[config.mk]
export PLATFORM = sky130hd
export DESIGN_NAME = btn_debounce_multi_flat
export DESIGN_NICKNAME = d
export VERILOG_FILES = /design/src/rtl/btn_debounce_multi_pkg.sv /design/src/rtl/btn_debounce_multi_if.sv /design/src/rtl/btn_debounce_multi_ch.sv /design/src/rtl/btn_debounce_multi.sv /design/src/flat_wrapper.sv
export SDC_FILE = /design/constraint.sdc
export NUM_CORES = 1
export LEC_CHECK = 0
export CAP_MARGIN = 10
export CORE_UTILIZATION = 40
export CTS_CLUSTER_DIAMETER = 80
export DETAILED_ROUTE_END_ITERATION = 16
export SYNTH_ARGS = -nofsm -noshare
export SYNTH_HDL_FRONTEND = slang
export SYNTH_SLANG_ARGS = --single-unit
[constraint.sdc]
create_clock -name clk -period 2.86 [get_ports clk]
set_input_delay 0.429 -clock clk [delete_from_list [all_inputs] [get_ports clk]]
set_output_delay 0.429 -clock clk [all_outputs]
set_load 0.01 [all_outputs]
[src/rtl/btn_debounce_multi_pkg.sv]
// Shared types and defaults for the multi-channel button debouncer.
// Imported by the channel, the interface users and the top level.
package debounce_pkg;

   typedef enum logic [1:0] {
      LOW_STABLE,
      RISE_PEND,
      HIGH_STABLE,
      FALL_PEND
   } db_state_t;

   localparam int unsigned DB_DEFAULT_WAIT = 2_500_000;
   localparam int unsigned DB_DEFAULT_LONG = 100_000_000;

   // Counter width able to hold 0..n, never narrower than one bit.
   function automatic int unsigned cnt_width(input int unsigned n);
      return (n == 0) ? 1 : $clog2(n + 1);
   endfunction

endpackage

[src/rtl/btn_debounce_multi_if.sv]
// Button bundle between the board pins and the control FSMs.
// The master drives raw buttons; the slave returns debounced events.
interface btn_debounce_multi_if #(
   parameter int unsigned N_CH = 4
);

   logic [N_CH-1:0] btn;
   logic [N_CH-1:0] btn_level;
   logic [N_CH-1:0] press_pls;
   logic [N_CH-1:0] release_pls;
   logic [N_CH-1:0] long_pls;

   modport master (
      output btn,
      input  btn_level,
      input  press_pls,
      input  release_pls,
      input  long_pls
   );

   modport slave (
      input  btn,
      output btn_level,
      output press_pls,
      output release_pls,
      output long_pls
   );

endinterface

[src/rtl/btn_debounce_multi_ch.sv]
// One debounce channel: synchroniser, stability counter, pulses
// and the long-press hold timer.
module debounce_ch
   import debounce_pkg::*;
#(
   parameter int unsigned DEBOUNCE_WAIT = DB_DEFAULT_WAIT,
   parameter int unsigned LONG_WAIT     = DB_DEFAULT_LONG,
   parameter bit          ACTIVE_LOW    = 1'b0
) (
   input  logic clk,
   input  logic rst_n,
   input  logic btn_i,
   output logic level_o,
   output logic press_o,
   output logic release_o,
   output logic long_o
);

   localparam int unsigned DW = cnt_width(DEBOUNCE_WAIT);
   localparam int unsigned HW = cnt_width(LONG_WAIT);
   localparam bit LONG_EN = (LONG_WAIT > 0);
   localparam logic [DW-1:0] D_LAST = DW'(DEBOUNCE_WAIT - 1);
   localparam logic [HW-1:0] H_LAST =
      HW'(LONG_EN ? LONG_WAIT - 1 : 0);

   db_state_t     state_q;
   logic          s1_q;
   logic          s2_q;
   logic          level_q;
   logic          press_q;
   logic          release_q;
   logic          long_q;
   logic          done_q;
   logic [DW-1:0] dcnt_q;
   logic [DW-1:0] dcnt_d;
   logic [HW-1:0] hcnt_q;
   logic [HW-1:0] hcnt_d;
   logic          fall_d;

   assign dcnt_d = dcnt_q + DW'(1);
   assign hcnt_d = hcnt_q + HW'(1);
   // A fall accepted this edge beats a long press landing on it.
   assign fall_d = level_q && !s2_q && (dcnt_q == D_LAST);

   always_ff @(posedge clk) begin
      if (!rst_n) begin
         state_q   <= LOW_STABLE;
         s1_q      <= 1'b0;
         s2_q      <= 1'b0;
         level_q   <= 1'b0;
         press_q   <= 1'b0;
         release_q <= 1'b0;
         long_q    <= 1'b0;
         done_q    <= 1'b0;
         dcnt_q    <= '0;
         hcnt_q    <= '0;
      end else begin
         s1_q      <= btn_i ^ ACTIVE_LOW;
         s2_q      <= s1_q;
         press_q   <= 1'b0;
         release_q <= 1'b0;
         long_q    <= 1'b0;
         unique case (state_q)
            LOW_STABLE, RISE_PEND: begin
               if (!s2_q) begin
                  state_q <= LOW_STABLE;
                  dcnt_q  <= '0;
               end else if (dcnt_q == D_LAST) begin
                  state_q <= HIGH_STABLE;
                  level_q <= 1'b1;
                  press_q <= 1'b1;
                  dcnt_q  <= '0;
               end else begin
                  state_q <= RISE_PEND;
                  dcnt_q  <= dcnt_d;
               end
            end
            HIGH_STABLE, FALL_PEND: begin
               if (s2_q) begin
                  state_q <= HIGH_STABLE;
                  dcnt_q  <= '0;
               end else if (dcnt_q == D_LAST) begin
                  state_q   <= LOW_STABLE;
                  level_q   <= 1'b0;
                  release_q <= 1'b1;
                  dcnt_q    <= '0;
               end else begin
                  state_q <= FALL_PEND;
                  dcnt_q  <= dcnt_d;
               end
            end
            default: begin
               state_q <= LOW_STABLE;
               level_q <= 1'b0;
               dcnt_q  <= '0;
            end
         endcase
         if (!LONG_EN || !level_q || fall_d) begin
            hcnt_q <= '0;
            done_q <= 1'b0;
         end else if (!done_q) begin
            hcnt_q <= hcnt_d;
            if (hcnt_q == H_LAST) begin
               long_q <= 1'b1;
               done_q <= 1'b1;
            end
         end
      end
   end

   assign level_o   = level_q;
   assign press_o   = press_q;
   assign release_o = release_q;
   assign long_o    = long_q;

endmodule

[src/rtl/btn_debounce_multi.sv]
// N independent debounce channels behind the board's button pins.
// Outputs of each channel are gathered into the shared bundle.
module btn_debounce_multi
   import debounce_pkg::*;
#(
   parameter int unsigned N_CH          = 4,
   parameter int unsigned DEBOUNCE_WAIT = DB_DEFAULT_WAIT,
   parameter int unsigned LONG_WAIT     = DB_DEFAULT_LONG,
   parameter bit          ACTIVE_LOW    = 1'b0
) (
   input logic             clk,
   input logic             rst_n,
   btn_debounce_multi_if.slave bus
);

   logic [N_CH-1:0] level_w;
   logic [N_CH-1:0] press_w;
   logic [N_CH-1:0] release_w;
   logic [N_CH-1:0] long_w;

   for (genvar i = 0; i < N_CH; i++) begin : g_ch
      debounce_ch #(
         .DEBOUNCE_WAIT (DEBOUNCE_WAIT),
         .LONG_WAIT     (LONG_WAIT),
         .ACTIVE_LOW    (ACTIVE_LOW)
      ) u_ch (
         .clk       (clk),
         .rst_n     (rst_n),
         .btn_i     (bus.btn[i]),
         .level_o   (level_w[i]),
         .press_o   (press_w[i]),
         .release_o (release_w[i]),
         .long_o    (long_w[i])
      );
   end

   assign bus.btn_level   = level_w;
   assign bus.press_pls   = press_w;
   assign bus.release_pls = release_w;
   assign bus.long_pls    = long_w;

endmodule

[src/flat_wrapper.sv]
// flat-port wrapper written by rule: the top's interface ports become plain ports
module btn_debounce_multi_flat import debounce_pkg::*;
#(
   parameter int unsigned N_CH          = 4,
   parameter int unsigned DEBOUNCE_WAIT = DB_DEFAULT_WAIT,
   parameter int unsigned LONG_WAIT     = DB_DEFAULT_LONG,
   parameter bit          ACTIVE_LOW    = 1'b0
)
  (clk, rst_n, bus_btn, bus_btn_level, bus_press_pls, bus_release_pls, bus_long_pls);
  btn_debounce_multi_if #(.N_CH(N_CH)) bus_i ();
  input logic clk;
  input logic rst_n;
  input wire logic [$bits(bus_i.btn)-1:0] bus_btn;
  output wire logic [$bits(bus_i.btn_level)-1:0] bus_btn_level;
  output wire logic [$bits(bus_i.press_pls)-1:0] bus_press_pls;
  output wire logic [$bits(bus_i.release_pls)-1:0] bus_release_pls;
  output wire logic [$bits(bus_i.long_pls)-1:0] bus_long_pls;
  assign bus_i.btn = bus_btn;
  assign bus_btn_level = bus_i.btn_level;
  assign bus_press_pls = bus_i.press_pls;
  assign bus_release_pls = bus_i.release_pls;
  assign bus_long_pls = bus_i.long_pls;
  btn_debounce_multi #(.N_CH(N_CH), .DEBOUNCE_WAIT(DEBOUNCE_WAIT), .LONG_WAIT(LONG_WAIT), .ACTIVE_LOW(ACTIVE_LOW)) u_core (.clk(clk), .rst_n(rst_n), .bus(bus_i));
endmodule
==> results of run 1 <==
==> cell type report <==
class | instances | area [um2]
clock buffer | 35 | 743
clock inverter | 9 | 149
fill | 2335 | 13100
inverter | 24 | 90.1
multi-input combinational | 841 | 5060
sequential | 228 | 4560
tap | 324 | 405
timing repair buffer | 38 | 338
==> routing by layer <==
metal / up-vias / global-route usage [%]
met5: - / 0
met4: 0 / 4.11
met3: 24 / 2.30
met2: 63 / 23.6
met1: 3401 / 19.3
li1: 3901 / -
==> through the flow <==
step	hold slack [ns]	power, uW	cell area [um2]	utilization [%]
2_1_floorplan	0.412	3310	10000	-
6_report	0.432	6680	11400	46.4
4_1_cts	0.436	6790	11400	46.4
5_1_grt	0.452	6940	11400	46.4
3_5_place_dp	0.421	3340	10500	42.8
3_3_place_gp	0.415	3340	10500	42.8
==> power breakdown <==
part | switching, uW | total, uW | internal [uW]
combinational | 41.4 | 68.3 | 26.9
sequential | 10.2 | 3200 | 3190
clock | 1250 | 3410 | 2160
==> worst register-to-register path: cells and delay by family, from the launching register on <==
family                 cells  cell delay, ns
AOI/OAI and AO/OA          1            0.42
and+or+nand+nor            4            1.03
buffers and inverters      1            0.27
DFF                        1            0.39
==> registers in the layout (all words and copies together) (netlist names) <==
name / flops
u_core.g_ch.u_ch.hcnt_q: 108
u_core.g_ch.u_ch.dcnt_q: 88
u_core.g_ch.u_ch.done_q: 4
u_core.g_ch.u_ch.level_o: 4
u_core.g_ch.u_ch.long_o: 4
u_core.g_ch.u_ch.press_o: 4
u_core.g_ch.u_ch.release_o: 4
u_core.g_ch.u_ch.s1_q: 4
u_core.g_ch.u_ch.s2_q: 4
u_core.g_ch.u_ch.state_q: 4
==> how the worst max path moves through the flow <==
stage / from / end / slack, ns
after CTS: u_core.g_ch[2].u_ch.dcnt_q[7] / u_core.g_ch[2].u_ch.hcnt_q[6] / 0.58
after global routing: u_core.g_ch[0].u_ch.dcnt_q[10] / u_core.g_ch[0].u_ch.hcnt_q[10] / 0.39
after floorplan: u_core.g_ch[1].u_ch.dcnt_q[0] / u_core.g_ch[1].u_ch.done_q / 0.86
after detailed placement: u_core.g_ch[2].u_ch.dcnt_q[7] / u_core.g_ch[2].u_ch.hcnt_q[6] / 0.60
after global placement: u_core.g_ch[2].u_ch.dcnt_q[7] / u_core.g_ch[2].u_ch.hcnt_q[18] / 0.63
final: u_core.g_ch[2].u_ch.dcnt_q[7] / u_core.g_ch[2].u_ch.hcnt_q[6] / 0.63
==> Yosys cell counts, types with 4 or more instances <==
cell and n:
nor4b_1 9, inv_1 23, or2_2 4, dfxtp_1 228, nor3_1 39, o21ai_0 6
ha_1 8, or4_1 4, nand2_1 79, xnor2_1 75, or4b_1 4, nor2b_1 8
nor4_1 27, and3_1 19, nand4_1 51, nand4b_1 4, xor2_1 108, and2_1 11
and4_1 18, clkbuf_1 13, nand3_1 87, buf_4 23, buf_2 13, a21oi_1 10
nor2_1 232, or3_1 4, mux2i_1 9
==> kinds of logic (layout without fill, tap and decap cells) <==
| group | count (synthesis) | in the layout | synth area share [%] |
|---|---|---|---|
| simple gates | 616 | 616 | 30.9 |
| flops | 228 | 228 | 45.4 |
| xor+xnor | 183 | 183 | 15.9 |
| buf+inv | 77 | 106 | 4.23 |
| compound gates | 24 | 24 | 1.51 |
| mux | 10 | 10 | 1.01 |
| fa+ha+maj | 8 | 8 | 0.996 |
==> results.md, run 1 <==
* Worst Max-Slew Pin Slew at 0.766 ns
* Post-Syn Nets at roughly 1200
* Post-route insts no fill at 1499
* Mapped Cells at 1146
* Worst hold path endpoint: u_core.g_ch[2].u_ch.s2_q
* Via count at ~7400
* Fin. max-slew vios at 0
* F_max at between 400 and 500 MHz
* Post-Syn Area at roughly 0.010 mm2
* CTS Hold Bufs at 0
* Post-Route WL at roughly 18000 um
* Area contributors post-synth: dfxtp_1, xor2_1, nor2_1, xnor2_1, nand3_1
* Setup bufs post-CTS at 0
* Ys Warns at 0
* Fin crit share at 77.9%
* Routability cong. at 0.785
* CTS max path bufs at 3
* Iter 0 DRT Violations at roughly 350
* Inst Count DP at 1455
* Worst Setup Start Kind: flip-flop
* Flops & latches, synth at 228
* PortBufs at 21
* Async SR Flop Fraction at 0%
* CP arrival at roughly 2.6 ns
* Most frequent cells in the layout: nor2_1, dfxtp_1, xor2_1
* Commonest non-fill, non-tap cell in the layout: nor2_1
* Hold Crit Class: reg -> reg
* CP Capture Type: flip-flop
* Clock latency on the worst-skew pair at 0.52 ns
* Root Buffer: clkbuf_16
* Worst path max stage delay at roughly 0.52 ns
* Worst R2R Path Depth at 6
* Drt pass-1 iters at 4
* Layout Area Growth over Synthesis at 13.0%
* CTS tree: done
* Die width at about 160 um
* Initial antenna violation count at 0
* Hold Vio Cnt, Final at 0
* Hold_sp: u_core.g_ch[2].u_ch.s1_q
* Top cell type's share of synthesized area at between 40% and 50%
* Crit path cell chain: nand2_1 -> or4_1 -> nor4_4 -> a21o_1 -> buf_4 -> nor2_1
* DPL Wire Length at 12200 um
* Vias in the first global route at approximately 7000
* Top sig layer: met4
* WS Path Type: reg -> reg
* R2R Path End: u_core.g_ch[2].u_ch.hcnt_q[6]
* Post-placement setup slack at between 0.5 and 0.6 ns
* Nets@finish at roughly 1200
* Post-CTS Resized at 0
* Met3 wire len at about 530 um
* Global-route usage over all layers at between 10% and 20%
* Largest net degree at the start of global routing at 30
* Met2 wire length at roughly 8000 um
* Final ANT Viol Nets at 0
* First-pass GRT wire length at about 32000 um
* Die Y at ~160 um
* WP depth at 6
* Maximum Capacitance Violations at 0
* Worst IR drop on VDD at 407 uV
* Synth Flop Type: dfxtp_1
* Reg2Reg Setup Slack at about 0.63 ns
* Die area at roughly 0.026 mm2
* Worst reg2reg startpoint: u_core.g_ch[2].u_ch.dcnt_q[7]
* Fin crit period at approximately 2.2 ns
* Syn Area/Cell at 8.77 um2
* Share of layout cells above drive strength 1 at 6.13%
* Register area share after synthesis at between 40 and 50%
* Worst Path Max Fanout at 13
* Top cell type by total area after synthesis: dfxtp_1
* Initial Util at 41.1%
* Post-synth EDFFs at 0
* P per Cell Area at around 600 mW/mm2
* Hold Crit Depth at 1
* CP delay by family, top: simple AND/OR/NAND/NOR gates
* Status: finished, final reports clean
* Count of cell types in the netlist at 49
* M1 WL at 9270 um
* Core box area at about 0.024 mm2
* Htree depth at 1
* Required @ worst endpoint at 3.26 ns
* Rel. slew slack at between 40% and 50%
* # DRC at 0
* Antenna cells at 0
* Lkg Pwr at about 0.0036 uW
* Top Ports at 22
* Critical path's slowest cell: or4_1
* Via density at around 4.9
* Average wire per standard cell at approximately 12 um
* RSZ-0062 raised after global routing: false
* TNS Setup at 0 ns
* Rows at between 50 and 60
* Total gr overflow at 0
* Post-route setup slack at roughly 0.63 ns
* CP bufs+invs at 1
* Max Clock Skew at roughly 0.016 ns
* # setup viols final at 0
* Total CTS buffers at 25
* Clock-pin slew on the worst setup and hold paths at roughly 0.060 ns
* CTS Sinks at around 230
Note: power is estimated with default switching activity, not from simulation.
==> inputs of run 2 (changes only) <==
==> constraint.sdc (replaced) <==
create_clock -name clk -period 1.97 [get_ports clk]
set_input_delay 0.2955 -clock clk [delete_from_list [all_inputs] [get_ports clk]]
set_output_delay 0.2955 -clock clk [all_outputs]
set_load 0.01 [all_outputs]
==> results.md, run 2 (synthesis gave the netlist of run 1 again) <==
* Status: finished, final reports clean
* Die area at 0.0258 mm2 (unchanged)
* Core box area at 0.0245 mm2 (unchanged)
* Worst IR drop on VDD at 623 uV (+53%)
* Routability cong. at 0.792 (+0.92%)
* # DRC at 0 (unchanged)
* Lkg Pwr at 0.00386 uW (+8.4%)
* Top Ports at 22 (unchanged)
* Iter 0 DRT Violations at 368 (+4.0%)
* CTS tree: done
* First element of the critical path: u_core.g_ch[3].u_ch.dcnt_q[13]
* CTS Sinks at 228 (unchanged)
* Total gr overflow at 0 (unchanged)
* Largest regs: u_core.g_ch.u_ch.hcnt_q (108), u_core.g_ch.u_ch.dcnt_q (88)
* CTS max path bufs at 3 (unchanged)
* P per Cell Area at 806 mW/mm2 (+37%)
* Clock latency on the worst-skew pair at 0.51 ns (about the same)
* Clock-pin slew on the worst setup and hold paths at 0.06 ns (about the same)
* Largest register FFs at 108 (unchanged)
* CP arrival at 2.30 ns (-0.33 ns)
* Hold Vio Cnt, Final at 0 (unchanged)
* Drt pass-1 iters at 4 (unchanged)
* Post-route insts no fill at 1548 (+3.3%)
* First-pass GRT wire length at 32200 um (+0.65%)
* Root Buffer: clkbuf_16
* Average wire per standard cell at 12.1 um (-0.31%)
* Max Clock Skew at 0.00924 ns (-0.00681 ns)
* Post-Route WL at 18700 um (+3.0%)
* Pwr Total at 9560 uW (+43%)
* Via count at 7557 (+2.3%)
* Worst Path Max Fanout at 14 (+1)
* PortBufs at 21 (unchanged)
* Reg2Reg Setup Slack at 0.07 ns (-0.56 ns)
* F_max at 528 MHz (+18%)
* CP Capture Type: flip-flop
* TNS Setup at 0 ns (unchanged)
* Worst Max-Slew Pin Slew at 0.383 ns (-0.384 ns)
* Required @ worst endpoint at 2.37 ns (-0.89 ns)
* Maximum Capacitance Violations at 0 (unchanged)
* Rows at 57 (unchanged)
* Via density at 4.88 (-0.96%)
* Initial Util at 41.1% (unchanged)
* Worst reg2reg startpoint: u_core.g_ch[3].u_ch.dcnt_q[13]
* Most frequent cells in the layout: nor2_1, dfxtp_1, xor2_1
* Layout Area Growth over Synthesis at 18.1%
* Share of layout cells above drive strength 1 at 10.5% (+4.4 points)
* Largest net degree at the start of global routing at 30 (unchanged)
* Fillcell total at 2326 (-0.39%)
* Nets@finish at 1220 (+4.1%)
* Htree depth at 1 (unchanged)
* Initial antenna violation count at 0 (unchanged)
* Die width at 161 um (unchanged)
* Final instance area at 0.0119 mm2 (+4.5%)
* CTS Hold Bufs at 0 (unchanged)
* Cell Area, Placed at 0.0109 mm2 (+4.1%)
* Antenna cells at 0 (unchanged)
* Inst Count DP at 1499 (+3.0%)
* WS Path Type: reg -> reg
* Commonest non-fill, non-tap cell in the layout: nor2_1
* Rel. slew slack at 74.3% (+26 points)
* Fin crit share at 96.2% (+18 points)
* Worst Setup Start Kind: flip-flop
* Largest register by flop count: u_core.g_ch.u_ch.hcnt_q
* Global-route usage over all layers at 14.4% (+0.095 points)
* Vias in the first global route at 7058 (+0.77%)
* Worst setup path end: u_core.g_ch[3].u_ch.hcnt_q[21]
* # setup viols final at 0 (unchanged)
* Die Y at 161 um (unchanged)
* Hold Crit Class: in -> reg
* Worst R2R Path Depth at 7 (+1)
* Fin crit period at 1.90 ns (-0.333 ns)
* DPL Wire Length at 12500 um (+2.6%)
* Total CTS buffers at 27 (+8.0%)
* Final ANT Viol Nets at 0 (unchanged)
* R2R Path End: u_core.g_ch[3].u_ch.hcnt_q[21]
* Fin. max-slew vios at 0 (unchanged)
## run 2: worst min path at each step
stage                             startpoint                       end  cells past startpoint
floorplan           u_core.g_ch[0].u_ch.s1_q  u_core.g_ch[0].u_ch.s2_q                      1
global placement    u_core.g_ch[3].u_ch.s1_q  u_core.g_ch[3].u_ch.s2_q                      1
detailed placement  u_core.g_ch[3].u_ch.s1_q  u_core.g_ch[3].u_ch.s2_q                      1
CTS                               bus_btn[0]  u_core.g_ch[0].u_ch.s1_q                      2
global route                      bus_btn[0]  u_core.g_ch[0].u_ch.s1_q                      2
finish                            bus_btn[0]  u_core.g_ch[0].u_ch.s1_q                      2
## run 2: cell type report
| class | count | area [um2] | share of cell area [%] |
|---|---|---|---|
| clock buffers | 42 | 852 | 7.18 |
| clock inverters | 5 | 31.3 | 0.264 |
| inverters | 24 | 90.1 | 0.759 |
| multi-input cells | 841 | 5120 | 43.2 |
| flip-flops and latches | 228 | 4560 | 38.5 |
| well taps | 324 | 405 | 3.42 |
| repair buffers | 84 | 801 | 6.75 |
## run 2: through the flow
step	hold slack (ns)	setup slack [ns]	util, %
after floorplan	0.412	0.0190	-
after global placement	0.414	0.0585	44.5
after detailed placement	0.428	-0.00991	44.5
after CTS	0.384	0.0270	48.2
after global routing	0.390	-0.0233	48.5
final	0.392	0.0747	48.5
## run 2: per-layer routing
| layer | vias to the layer above | part of all wire (%) | GRT usage (%) |
|---|---|---|---|
| li1 | 3996 | - | - |
| met1 | 3473 | 51 | 19.9 |
| met2 | 65 | 44 | 23.2 |
| met3 | 23 | 2.7 | 2.48 |
| met4 | 0 | 2.1 | 3.90 |
| met5 | - | 0 | 0 |
## run 2: report_power, final
part,internal [uW],switching (uW),total [uW]
clock,2950,1850,4800
sequential,4630,15.5,4640
combinational,54.2,64.2,118
total,7630,1930,9560
## run 2: timing repair
| item | 4_1_cts | 5_1_grt |
|---|---|---|
| endpoints found under the setup margin | 1 | 70 |
| setup buffers | 0 | 1 |
| cloned | 0 | 1 |
| pin swaps | 0 | 2 |
| gates resized for setup | 1 | 8 |
| endpoints found under the hold margin | 0 | 0 |
## run 2: worst max-delay path, cell delays in order, from the launching register on
cell,delay (ns)
dfxtp_1,0.38
or4b_1,0.48
nor4_2,0.18
nand4_1,0.12
buf_4,0.17
o21bai_4,0.20
clkbuf_16,0.21
nor2_1,0.05
